--- src/rtl/traffic_pkg.sv ---
// ============================================================================
// Module : traffic_pkg
// Brief  : Shared pedestrian-crossing state encodings and lamp constants.
// Rev    : 1.0
// ============================================================================
`default_nettype none

package traffic_pkg;

    typedef enum logic [1:0] {
        ST_DONT_WALK = 2'd0,
        ST_WALK      = 2'd1,
        ST_CLEAR     = 2'd2,
        ST_FAULT     = 2'd3
    } ped_state_t;

    localparam logic c_LAMP_ON  = 1'b1;
    localparam logic c_LAMP_OFF = 1'b0;

    // True when two or more vehicle lamps are lit together.
    function automatic logic lamps_conflict(input logic red, input logic green, input logic yellow);
        return (red & green) | (red & yellow) | (green & yellow);
    endfunction

endpackage

`default_nettype wire

--- src/rtl/btn_debounce.sv ---
// ============================================================================
// Module : btn_debounce
// Brief  : 2-FF synchroniser, tick-based debounce and rising-edge press pulse.
// Rev    : 1.0
// ============================================================================
`default_nettype none

module btn_debounce #(
    parameter int CNT_W          = 4,
    parameter int DEBOUNCE_TICKS = 4
) (
    input  logic clk,
    input  logic rst,
    input  logic i_tick,
    input  logic i_btn_raw,
    output logic o_press_ev
);

    localparam logic [CNT_W-1:0] c_LAST = CNT_W'(DEBOUNCE_TICKS - 1);
    localparam logic [CNT_W-1:0] c_ONE  = CNT_W'(1);

    logic             r_sync1;
    logic             r_sync2;
    logic             r_level;
    logic             r_press;
    logic [CNT_W-1:0] r_cnt;

    logic w_differs;
    logic w_accept;

    assign w_differs  = r_sync2 != r_level;
    assign w_accept   = i_tick & w_differs & (r_cnt == c_LAST);
    assign o_press_ev = r_press;

    always_ff @(posedge clk or posedge rst) begin
        if (rst) begin
            r_sync1 <= 1'b0;
            r_sync2 <= 1'b0;
            r_level <= 1'b0;
            r_press <= 1'b0;
            r_cnt   <= '0;
        end else begin
            r_sync1 <= i_btn_raw;
            r_sync2 <= r_sync1;
            r_press <= w_accept & r_sync2;
            // A tick that agrees with the accepted level restarts the run.
            if (i_tick) begin
                if (!w_differs) begin
                    r_cnt <= '0;
                end else if (r_cnt == c_LAST) begin
                    r_level <= r_sync2;
                    r_cnt   <= '0;
                end else begin
                    r_cnt <= r_cnt + c_ONE;
                end
            end
        end
    end

endmodule

`default_nettype wire

--- src/rtl/ped_crossing_ctrl.sv ---
// ============================================================================
// Module : ped_crossing_ctrl
// Brief  : Pedestrian crossing controller slaved to the vehicle light FSM.
//          Optional countdown output enabled by defining PED_COUNTDOWN_EN.
// Rev    : 1.0
// ============================================================================
`default_nettype none

module ped_crossing_ctrl #(
    parameter int CNT_W          = 4,
    parameter int DEBOUNCE_TICKS = 4,
    parameter int WALK_TICKS     = 6,
    parameter int CLEAR_TICKS    = 3
) (
    input  logic             clk,
    input  logic             rst,
    input  logic             tick,
    input  logic             btn_raw,
    input  logic             veh_red,
    input  logic             veh_green,
    input  logic             veh_yellow,
    output logic             walk,
    output logic             dont_walk,
    output logic             req_pending,
    output logic             fault
`ifdef PED_COUNTDOWN_EN
    ,
    output logic [CNT_W-1:0] countdown
`endif
);

    import traffic_pkg::*;

    localparam logic [CNT_W-1:0] c_WALK_LAST  = CNT_W'(WALK_TICKS - 1);
    localparam logic [CNT_W-1:0] c_CLEAR_LAST = CNT_W'(CLEAR_TICKS - 1);
    localparam logic [CNT_W-1:0] c_ONE        = CNT_W'(1);

    ped_state_t       r_state;
    logic [CNT_W-1:0] r_cnt;
    logic             r_red_q;
    logic             r_walk;
    logic             r_dont_walk;
    logic             r_req;
    logic             r_fault;

    logic w_press_ev;
    logic w_red_rise;
    logic w_unsafe;
    logic w_to_fault;
    logic w_go_walk;

    btn_debounce #(
        .CNT_W          (CNT_W),
        .DEBOUNCE_TICKS (DEBOUNCE_TICKS)
    ) u_btn_debounce (
        .clk        (clk),
        .rst        (rst),
        .i_tick     (tick),
        .i_btn_raw  (btn_raw),
        .o_press_ev (w_press_ev)
    );

    assign w_red_rise = veh_red & ~r_red_q;
    // Red must stay lit for the whole time pedestrians own the crossing.
    assign w_unsafe   = lamps_conflict(veh_red, veh_green, veh_yellow)
                      | (~veh_red & ((r_state == ST_WALK) || (r_state == ST_CLEAR)));
    assign w_to_fault = w_unsafe | (r_state == ST_FAULT);
    assign w_go_walk  = (r_state == ST_DONT_WALK) & w_red_rise & (r_req | w_press_ev);

    assign walk        = r_walk;
    assign dont_walk   = r_dont_walk;
    assign req_pending = r_req;
    assign fault       = r_fault;

    always_ff @(posedge clk or posedge rst) begin
        if (rst) begin
            r_red_q <= 1'b0;
        end else begin
            r_red_q <= veh_red;
        end
    end

    always_ff @(posedge clk or posedge rst) begin
        if (rst) begin
            r_state     <= ST_DONT_WALK;
            r_cnt       <= '0;
            r_walk      <= c_LAMP_OFF;
            r_dont_walk <= c_LAMP_ON;
            r_req       <= 1'b0;
            r_fault     <= 1'b0;
        end else if (w_to_fault) begin
            r_state     <= ST_FAULT;
            r_cnt       <= '0;
            r_walk      <= c_LAMP_OFF;
            r_dont_walk <= c_LAMP_ON;
            r_fault     <= 1'b1;
        end else begin
            case (r_state)
                ST_DONT_WALK: begin
                    if (w_go_walk) begin
                        r_state     <= ST_WALK;
                        r_cnt       <= '0;
                        r_walk      <= c_LAMP_ON;
                        r_dont_walk <= c_LAMP_OFF;
                        r_req       <= 1'b0;
                    end else if (w_press_ev) begin
                        r_req <= 1'b1;
                    end
                end
                ST_WALK: begin
                    if (tick) begin
                        if (r_cnt == c_WALK_LAST) begin
                            r_state     <= ST_CLEAR;
                            r_cnt       <= '0;
                            r_walk      <= c_LAMP_OFF;
                            r_dont_walk <= c_LAMP_ON;
                        end else begin
                            r_cnt <= r_cnt + c_ONE;
                        end
                    end
                end
                ST_CLEAR: begin
                    if (w_press_ev) begin
                        r_req <= 1'b1;
                    end
                    if (tick) begin
                        if (r_cnt == c_CLEAR_LAST) begin
                            r_state     <= ST_DONT_WALK;
                            r_cnt       <= '0;
                            r_dont_walk <= c_LAMP_ON;
                        end else begin
                            r_cnt       <= r_cnt + c_ONE;
                            r_dont_walk <= ~r_dont_walk;
                        end
                    end
                end
                default: begin
                    r_state     <= ST_FAULT;
                    r_walk      <= c_LAMP_OFF;
                    r_dont_walk <= c_LAMP_ON;
                    r_fault     <= 1'b1;
                end
            endcase
        end
    end

`ifdef PED_COUNTDOWN_EN
    localparam logic [CNT_W-1:0] c_TOTAL = CNT_W'(WALK_TICKS + CLEAR_TICKS);

    logic [CNT_W-1:0] r_countdown;

    assign countdown = r_countdown;

    // Loaded with the full crossing time on WALK entry, then one step per tick
    // through WALK and CLEAR, reaching 0 exactly as CLEAR ends.
    always_ff @(posedge clk or posedge rst) begin
        if (rst) begin
            r_countdown <= '0;
        end else if (w_to_fault) begin
            r_countdown <= '0;
        end else if (w_go_walk) begin
            r_countdown <= c_TOTAL;
        end else if (tick && ((r_state == ST_WALK) || (r_state == ST_CLEAR))) begin
            r_countdown <= r_countdown - c_ONE;
        end
    end
`endif

endmodule

`default_nettype wire

--- config.mk ---
export PLATFORM = sky130hd
export DESIGN_NAME = ped_crossing_ctrl
export DESIGN_NICKNAME = d
export VERILOG_FILES = /design/src/rtl/traffic_pkg.sv /design/src/rtl/btn_debounce.sv /design/src/rtl/ped_crossing_ctrl.sv
export SDC_FILE = /design/constraint.sdc
export NUM_CORES = 1
export LEC_CHECK = 0
export ABC_AREA = 1
export ABC_CLOCK_PERIOD_IN_PS = 2100
export BUFFER_PORTS_ARGS = -buffer_cell sky130_fd_sc_hd__buf_4
export CAP_MARGIN = 20
export CORE_AREA = 2 2 48 50
export DETAILED_ROUTE_END_ITERATION = 16
export DIE_AREA = 0 0 50 52
export PLACE_DENSITY_LB_ADDON = 0.3
export SYNTH_ARGS = -nofsm -noshare
export SYNTH_HDL_FRONTEND = slang
export SYNTH_SLANG_ARGS = --single-unit
--- constraint.sdc ---
create_clock -name clk -period 2.1 [get_ports clk]
set_clock_uncertainty 0.15 [all_clocks]
set_input_delay 0.105 -clock clk [delete_from_list [all_inputs] [get_ports clk]]
set_output_delay 0.105 -clock clk [all_outputs]
set_load 0.01 [all_outputs]
==> qor.csv, run 1 <==
stage;metric;value;unit
outcome;status;complete, no violations;
floorplan;I/O pins;11;
synthesis;Syn Nets;163;
synthesis;Synth Warn #;0;
clock_network;Clock Sinks;19;
clock_network;CTS tree;yes;
sta;fin worst setup slack;0.134;ns
setup_path;Reg-to-Reg Start;r_state[0];
synthesis;synthesized area per cell;7.47;um2
synthesis;register area share after synthesis;0.423;
global_route;pin count of the biggest net entering global routing;20;
setup_path;crit path from;r_state[0];
sta;Max Freq;0.509;GHz
layout;Layout Nets;185;
routing;wire per inst;11.8;um
min_path;min-delay src;veh_green;
placement;Placement Setup Slack;0.178;ns
placement;DP HPWL;1.75;mm
flow_run;Max-Cap Viols;0;
setup_path;Worst Setup Path Type;flip-flop to flip-flop;
sta;final setup vio count;0;
pwr;Total Power;728;uW
clock_network;Clk pin slew, worst setup/hold paths;0.11;ns
routing;WL final;2.36;mm
synthesis;flops & latches, synth;19;
routing;vias per inst;5.15;
placement;Final GP Congestion;0.953;
synthesis;Synth Area in Simple Gates;0.324;
pwr;Pwr Density;545;nW/um2
layout;layout cells sized above 1;0.174;
layout;final core utilization;0.635;
setup_path;CP Max Fanout;4;
floorplan;Core Area;2110;um2
sta;RSZ-0062 raised after global routing;false;
routing;initial DRC count;26;
floorplan;chip width;50;um
global_route;vias in the first global route;922;
sta;Slew Limit Fails;0;
sta;Hold Vio Cnt, Final;0;
routing;Routed Antenna Nets;0;
pwr;maximum VDD drop;0.000561;V
global_route;GRT Overall Usage;0.208;
synthesis;Compound-Gate Fraction of Synth Area;0.0943;
floorplan;Die H;52;um
sta;Setup TNS;0;ns
clock_network;Root Buffer;clkbuf_4;
sta;worst rel slew slack;0.527;
clock_network;Num CTS Buffers;3;
routing;DR vias;1029;
routing;Pre-antenna DRT Iters;4;
synthesis;mux contribution to synthesized area;0;
pwr;Pleak;0.000654;uW
layout;area grow syn2layout;18.6;%
layout;fin area;1340;um2
global_route;first-pass GRT wire length;3.93;mm
routing;DRC violations left;0;
setup_path;crit path DAT;2.03;ns
synthesis;post-synthesis instance area;1130;um2
setup_path;crit start category;flip-flop;
layout;commonest non-fill, non-tap cell in the layout;nand2_1;
sta;final worst-path cycle share;0.936;
layout;final antenna diode count;0;
sta;Slew @ Worst Pin;0.709;ns
synthesis;Netlist cell types;22;
synthesis;Synth Area in Adders;0.0555;
synthesis;xor/xnor cell area share of the yosys netlist;0.0233;
setup_path;worst endpoint required time;2.17;ns
placement;post-place instance area;1240;um2
layout;most frequent cells in the layout;41 x nand2_1, 20 x inv_1, 18 x dfrtp_1;
global_route;initial antenna violation count;0;
floorplan;Die Area;2600;um2
floorplan;Starting Density;0.535;
sta;Tmin final;1.97;ns
clock_network;# H-tree levels;1;
placement;I/O Buffers;10;
clock_network;clk_lat worst skew;0.31;ns
global_route;total gr overflow;0;
floorplan;Core Rows;17;
min_path;Hold WC Path Type;primary input to flip-flop;
synthesis;synthesized instance count;151;
clock_network;Clock Path Buffers;2;
synthesis;main combinational cell family by area after synthesis;simple AND/OR/NAND/NOR gates;
setup_path;Critical Path End Type;flip-flop;
[cell usage after synthesis]
master | n | area share
nand4_1 | 4 | 0.022
dfrtp_1 | 18 | 0.40
a21oi_1 | 3 | 0.013
nand3_2 | 1 | 0.0089
nand3_1 | 10 | 0.044
nor3_1 | 1 | 0.0044
xnor2_1 | 1 | 0.0078
inv_1 | 21 | 0.070
nand2_1 | 41 | 0.14
nor2_2 | 2 | 0.011
nand2_2 | 2 | 0.011
o21ai_1 | 6 | 0.027
dfstp_2 | 1 | 0.023
nor2_4 | 3 | 0.030
xor2_1 | 2 | 0.016
ha_1 | 5 | 0.055
a22o_1 | 1 | 0.0078
o211ai_1 | 1 | 0.0067
or2_1 | 1 | 0.0056
nor2_1 | 15 | 0.050
o21ai_0 | 9 | 0.040
inv_2 | 3 | 0.010
[layout make-up]
class | count | area, um2
multi-input combinational | 108 | 568
timing repair buffer | 17 | 138
sequential | 19 | 477
tap | 28 | 35.0
clock buffer | 3 | 22.5
inverter | 24 | 90.1
fill | 166 | 768
clock inverter | 1 | 7.51
[power breakdown]
| group | switching, uW | total (uW) | internal, uW |
|---|---|---|---|
| clock network | 126 | 199 | 72.8 |
| logic | 57.3 | 104 | 46.6 |
| registers | 27.3 | 426 | 399 |
| total | 210 | 728 | 518 |
[state kept, by name (all words and copies together), names as in the netlist]
signal                     count
dont_walk                      1
fault                          1
r_cnt                          4
r_red_q                        1
r_state                        2
req_pending                    1
u_btn_debounce.o_press_ev      1
u_btn_debounce.r_cnt           4
u_btn_debounce.r_level         1
u_btn_debounce.r_sync1         1
u_btn_debounce.r_sync2         1
walk                           1
[stage by stage]
stage	instances	hold WS, ns
6_report	200	0.133
5_1_grt	200	0.166
4_1_cts	197	0.124
3_5_place_dp	189	0.0657
3_3_place_gp	189	0.0663
2_1_floorplan	151	-0.0946
[kinds of logic after synthesis]
| kind of cell | count (synthesis) |
|---|---|
| AND/OR/NAND/NOR | 80 |
| XOR/XNOR | 3 |
| flip-flops | 19 |
| adder cells (fa/ha/maj) | 5 |
| AO/OA/AOI/OAI | 20 |
| buffers and inverters | 24 |
[worst max-delay path: stages (launching register included)]
cell,delay [ns]
dfrtp_1,0.38
inv_1,0.07
ha_1,0.34
inv_2,0.10
nor2_2,0.05
nor2_4,0.15
nand4_1,0.25
nand2_2,0.20
nor2_4,0.05
nand3_1,0.07
nand2_1,0.06
[timing repair]
action	in CTS	in global routing
buffers inserted	0	3
hold buffers	4	0
endpoints found under the hold margin	22	0
endpoints found under the setup margin	0	4
gates resized for setup	0	2
[layer usage]
metal	track usage	vias to the layer above	wire [um]
li1	-	519	-
met1	0.279	476	1090
met2	0.311	30	1110
met3	0.0402	4	112
met4	0.120	0	54
met5	0	-	0
[final timing paths]
kind / endpoint / slack, ns / depth (start not counted)
worst max register to register: r_state[0] / 0.13 / 10
worst max-delay path: r_state[0] / 0.13 / 10
worst min register to register: u_btn_debounce.r_sync2 / 0.21 / 0
worst min-delay path: r_cnt[2] / 0.13 / 6
max in group asynchronous: r_cnt[2] / 1.05 / 3
min in group asynchronous: req_pending / 0.30 / 3
Note: power is estimated with default switching activity, not from simulation.
==> run 2, diff against run 1 <==
ABC_AREA = default   (was 1)
ABC_CLOCK_PERIOD_IN_PS = 2200   (was 2100)
CORE_AREA = 2 2 47 49   (was 2 2 48 50)
DIE_AREA = 0 0 49 51   (was 0 0 50 52)
clock period = 2.2 ns   (was 2.1 ns; I/O delays follow)
==> run 2 against run 1 <==
Net effect:
- die area fell by 3.9%
- highest routed layer unchanged
- largest cell class unchanged
- critical path depth fell by 4
- synthesized area down 2.9%
- sequential power decreased by 6.3%
==> qor.csv, run 2 <==
stage;metric;value;unit;change
placement;Final GP Congestion;0.836;;-12%
sta;final setup vio count;0;;unchanged
synthesis;synth top area cells;dfrtp_1 41%, ha_1 5.7%, nand2_1 3.1%;;
min_path;worst hold path cell count;4;;-2
global_route;GRT Overall Usage;0.197;;-0.0108
setup_path;Critical Path End Type;flip-flop;;
sta;RSZ-0062 raised after global routing;false;;
routing;vias per inst;5.81;;+13%
sta;worst rel slew slack;0.516;;-0.0106
synthesis;Syn Nets;121;;-26%
layout;biggest regs;r_cnt x4, u_btn_debounce.r_cnt x4, r_state x2;;
synthesis;flops & latches, synth;19;;unchanged
global_route;initial antenna violation count;0;;unchanged
synthesis;EDFF count, synth;0;;unchanged
synthesis;synthesized area per cell;10.0;um2;+35%
clock_network;CTS tree;yes;;
min_path;Hold WC Path Type;primary input to flip-flop;;
synthesis;most instantiated library cell after synthesis;dfrtp_1;;
sta;Slew @ Worst Pin;0.725;ns;+0.0159 ns
pwr;Switch Pwr;187;uW;-11%
synthesis;synthesized instance count;109;;-28%
routing;WL final;2.13;mm;-9.5%
synthesis;area share of the largest cell type after synthesis;0.411;;+0.0119
setup_path;FF-to-FF setup slack;0.15;ns;about the same
synthesis;post-synthesis async set-or-reset flop share;1.00;;unchanged
floorplan;Die Area;2500;um2;-3.9%
synthesis;register area share after synthesis;0.435;;+0.0126
pwr;Total Power;680;uW;-6.6%
synthesis;dominant cell type by area after synthesis;dfrtp_1;;
global_route;first-pass GRT wire length;3.73;mm;-5.1%
pwr;Pint;493;uW;-4.8%
layout;multi-input logic area;589;um2;+3.7%
placement;DP HPWL;1.60;mm;-8.6%
clock_network;# H-tree levels;1;;unchanged
clock_network;Clock Path Buffers;2;;unchanged
clock_network;Clock Sinks;19;;unchanged
layout;fillers;184;;+11%
synthesis;most instantiated cells after synthesis;18 x dfrtp_1, 9 x nand2_1, 8 x inv_1, 8 x nor2_1, 6 x o21ai_0;;
setup_path;worst endpoint required time;2.25;ns;+0.08 ns
layout;area grow syn2layout;19.8;%;
floorplan;I/O pins;11;;unchanged
layout;final antenna diode count;0;;unchanged
pwr;Clock Power Share;0.267;;-0.006
setup_path;Worst Reg-to-Reg Cells;6;;-4
floorplan;Core Rows;17;;unchanged
setup_path;Worst Setup Path Type;flip-flop to flip-flop;;
setup_path;crit path DAT;2.11;ns;+0.08 ns
layout;Sequential cell area;477;um2;unchanged
pwr;sequential share of power;0.586;;about the same
clock_network;Clk pin slew, worst setup/hold paths;0.11;ns;about the same
clock_network;Setup Buffers After CTS;0;;unchanged
sta;Setup TNS;0;ns;unchanged
routing;DR vias;918;;-11%
floorplan;Die H;51;um;-1.9%
sta;Slew Limit Fails;0;;unchanged
sta;final worst-path cycle share;0.934;;-0.00262
routing;wire per inst;13.5;um;+15%
pwr;maximum VDD drop;0.000539;V;-3.9%
sta;Tmin final;2.05;ns;+0.0879 ns
floorplan;Starting Density;0.531;;-0.00473
layout;final core utilization;0.636;;about the same
sta;Hold Vio Cnt, Final;0;;unchanged
placement;I/O Buffers;10;;unchanged
layout;Layout Nets;143;;-23%
sta;Max Freq;0.487;GHz;-4.3%
pwr;Pwr Density;519;nW/um2;-4.7%
pwr;combinational share of power;0.147;;+0.004
pwr;Pleak;0.000579;uW;-12%
clock_network;clk_lat worst skew;0.30;ns;about the same
routing;Routed Antenna Nets;0;;unchanged
setup_path;CP Max Fanout;6;;+2
floorplan;chip width;49;um;-2.0%
clock_network;Num CTS Buffers;3;;unchanged
routing;Pre-antenna DRT Iters;4;;unchanged
routing;DRC violations left;0;;unchanged
routing;initial DRC count;11;;-58%
synthesis;Synth Warn #;0;;unchanged
global_route;vias in the first global route;877;;-4.9%
synthesis;post-synthesis instance area;1090;um2;-2.9%
clock_network;Root Buffer;clkbuf_4;;
floorplan;Core Area;2060;um2;-2.0%
global_route;total gr overflow;0;;unchanged
synthesis;Netlist cell types;42;;+91%
flow_run;Max-Cap Viols;0;;unchanged
layout;most frequent cells in the layout;18 x dfrtp_1, 15 x buf_4, 9 x nand2_1;;
setup_path;crit start category;flip-flop;;
global_route;pin count of the biggest net entering global routing;20;;unchanged
synthesis;dominant synthesized flop cell;dfrtp_1;;
pwr;Switching Fraction;0.275;;-0.0134
outcome;status;complete, no violations;;
layout;layout cells sized above 1;0.231;;+0.0564
layout;commonest non-fill, non-tap cell in the layout;dfrtp_1;;
## run 2: layout make-up
type / instances / area share
multi-input cells: 80 / 0.449
flip-flops and latches: 19 / 0.364
repair buffers: 19 / 0.116
well taps: 28 / 0.0267
inverters: 8 / 0.0229
clock buffers: 3 / 0.0172
clock inverters: 1 / 0.00382
## run 2: timing repair
item / CTS / global route
endpoints found under the setup margin: 0 / 4
hold buffers: 4 / 0
endpoints found under the hold margin: 23 / 0
gates resized for setup: 0 / 3
## run 2: final timing paths
check	start	endpoint
worst min register to register	u_btn_debounce.r_sync1	u_btn_debounce.r_sync2
worst max register to register	r_state[1]	r_cnt[3]
worst max-delay path	r_state[1]	r_cnt[3]
min in group asynchronous	rst	r_cnt[1]
max in group asynchronous	rst	u_btn_debounce.r_sync1
worst min-delay path	veh_yellow	r_state[1]
## run 2: per-stage QoR
| stage | worst slack (ns) | hold slack, ns | instances | cell area (um2) |
|---|---|---|---|---|
| finish | 0.146 | 0.128 | 158 | 1310 |
| global route | 0.0252 | 0.144 | 158 | 1310 |
| CTS | 0.0618 | 0.115 | 158 | 1300 |
| detailed placement | 0.0876 | 0.0712 | 150 | 1230 |
| global placement | 0.152 | 0.0709 | 150 | 1230 |
| floorplan | 0.115 | -0.0896 | 109 | 1090 |
## run 2: cells by family after synthesis
logic type,count (synthesis),share of synthesized area
xor+xnor,1,0.00800
simple gates,43,0.235
buf+inv,10,0.0389
mux,3,0.0286
flops,19,0.435
compound gates,28,0.197
fa+ha+maj,5,0.0571
## run 2: routing by layer
| metal | up-vias | part of all wire | global-route usage | wire (um) |
|---|---|---|---|---|
| met5 | - | 0 | 0 | 0 |
| met4 | 0 | 0.024 | 0.110 | 52 |
| met3 | 6 | 0.023 | 0.0263 | 49 |
| met2 | 19 | 0.51 | 0.333 | 1080 |
| met1 | 452 | 0.45 | 0.245 | 952 |
| li1 | 441 | - | - | - |
## run 2: power groups by stage
stage	clock [uW]	combinational (uW)	sequential, uW
6_report	182	100	399
5_1_grt	196	118	402
4_1_cts	183	101	399
3_5_place_dp	0	94.9	407
3_3_place_gp	0	90.3	405
2_1_floorplan	0	69.8	401
## run 2: worst max-delay path: stages, from the launching register on
cell,delay [ns]
dfrtp_1,0.42
inv_1,0.07
ha_1,0.28
or3_1,0.41
a31oi_4,0.28
nor4_1,0.07
a211o_1,0.26
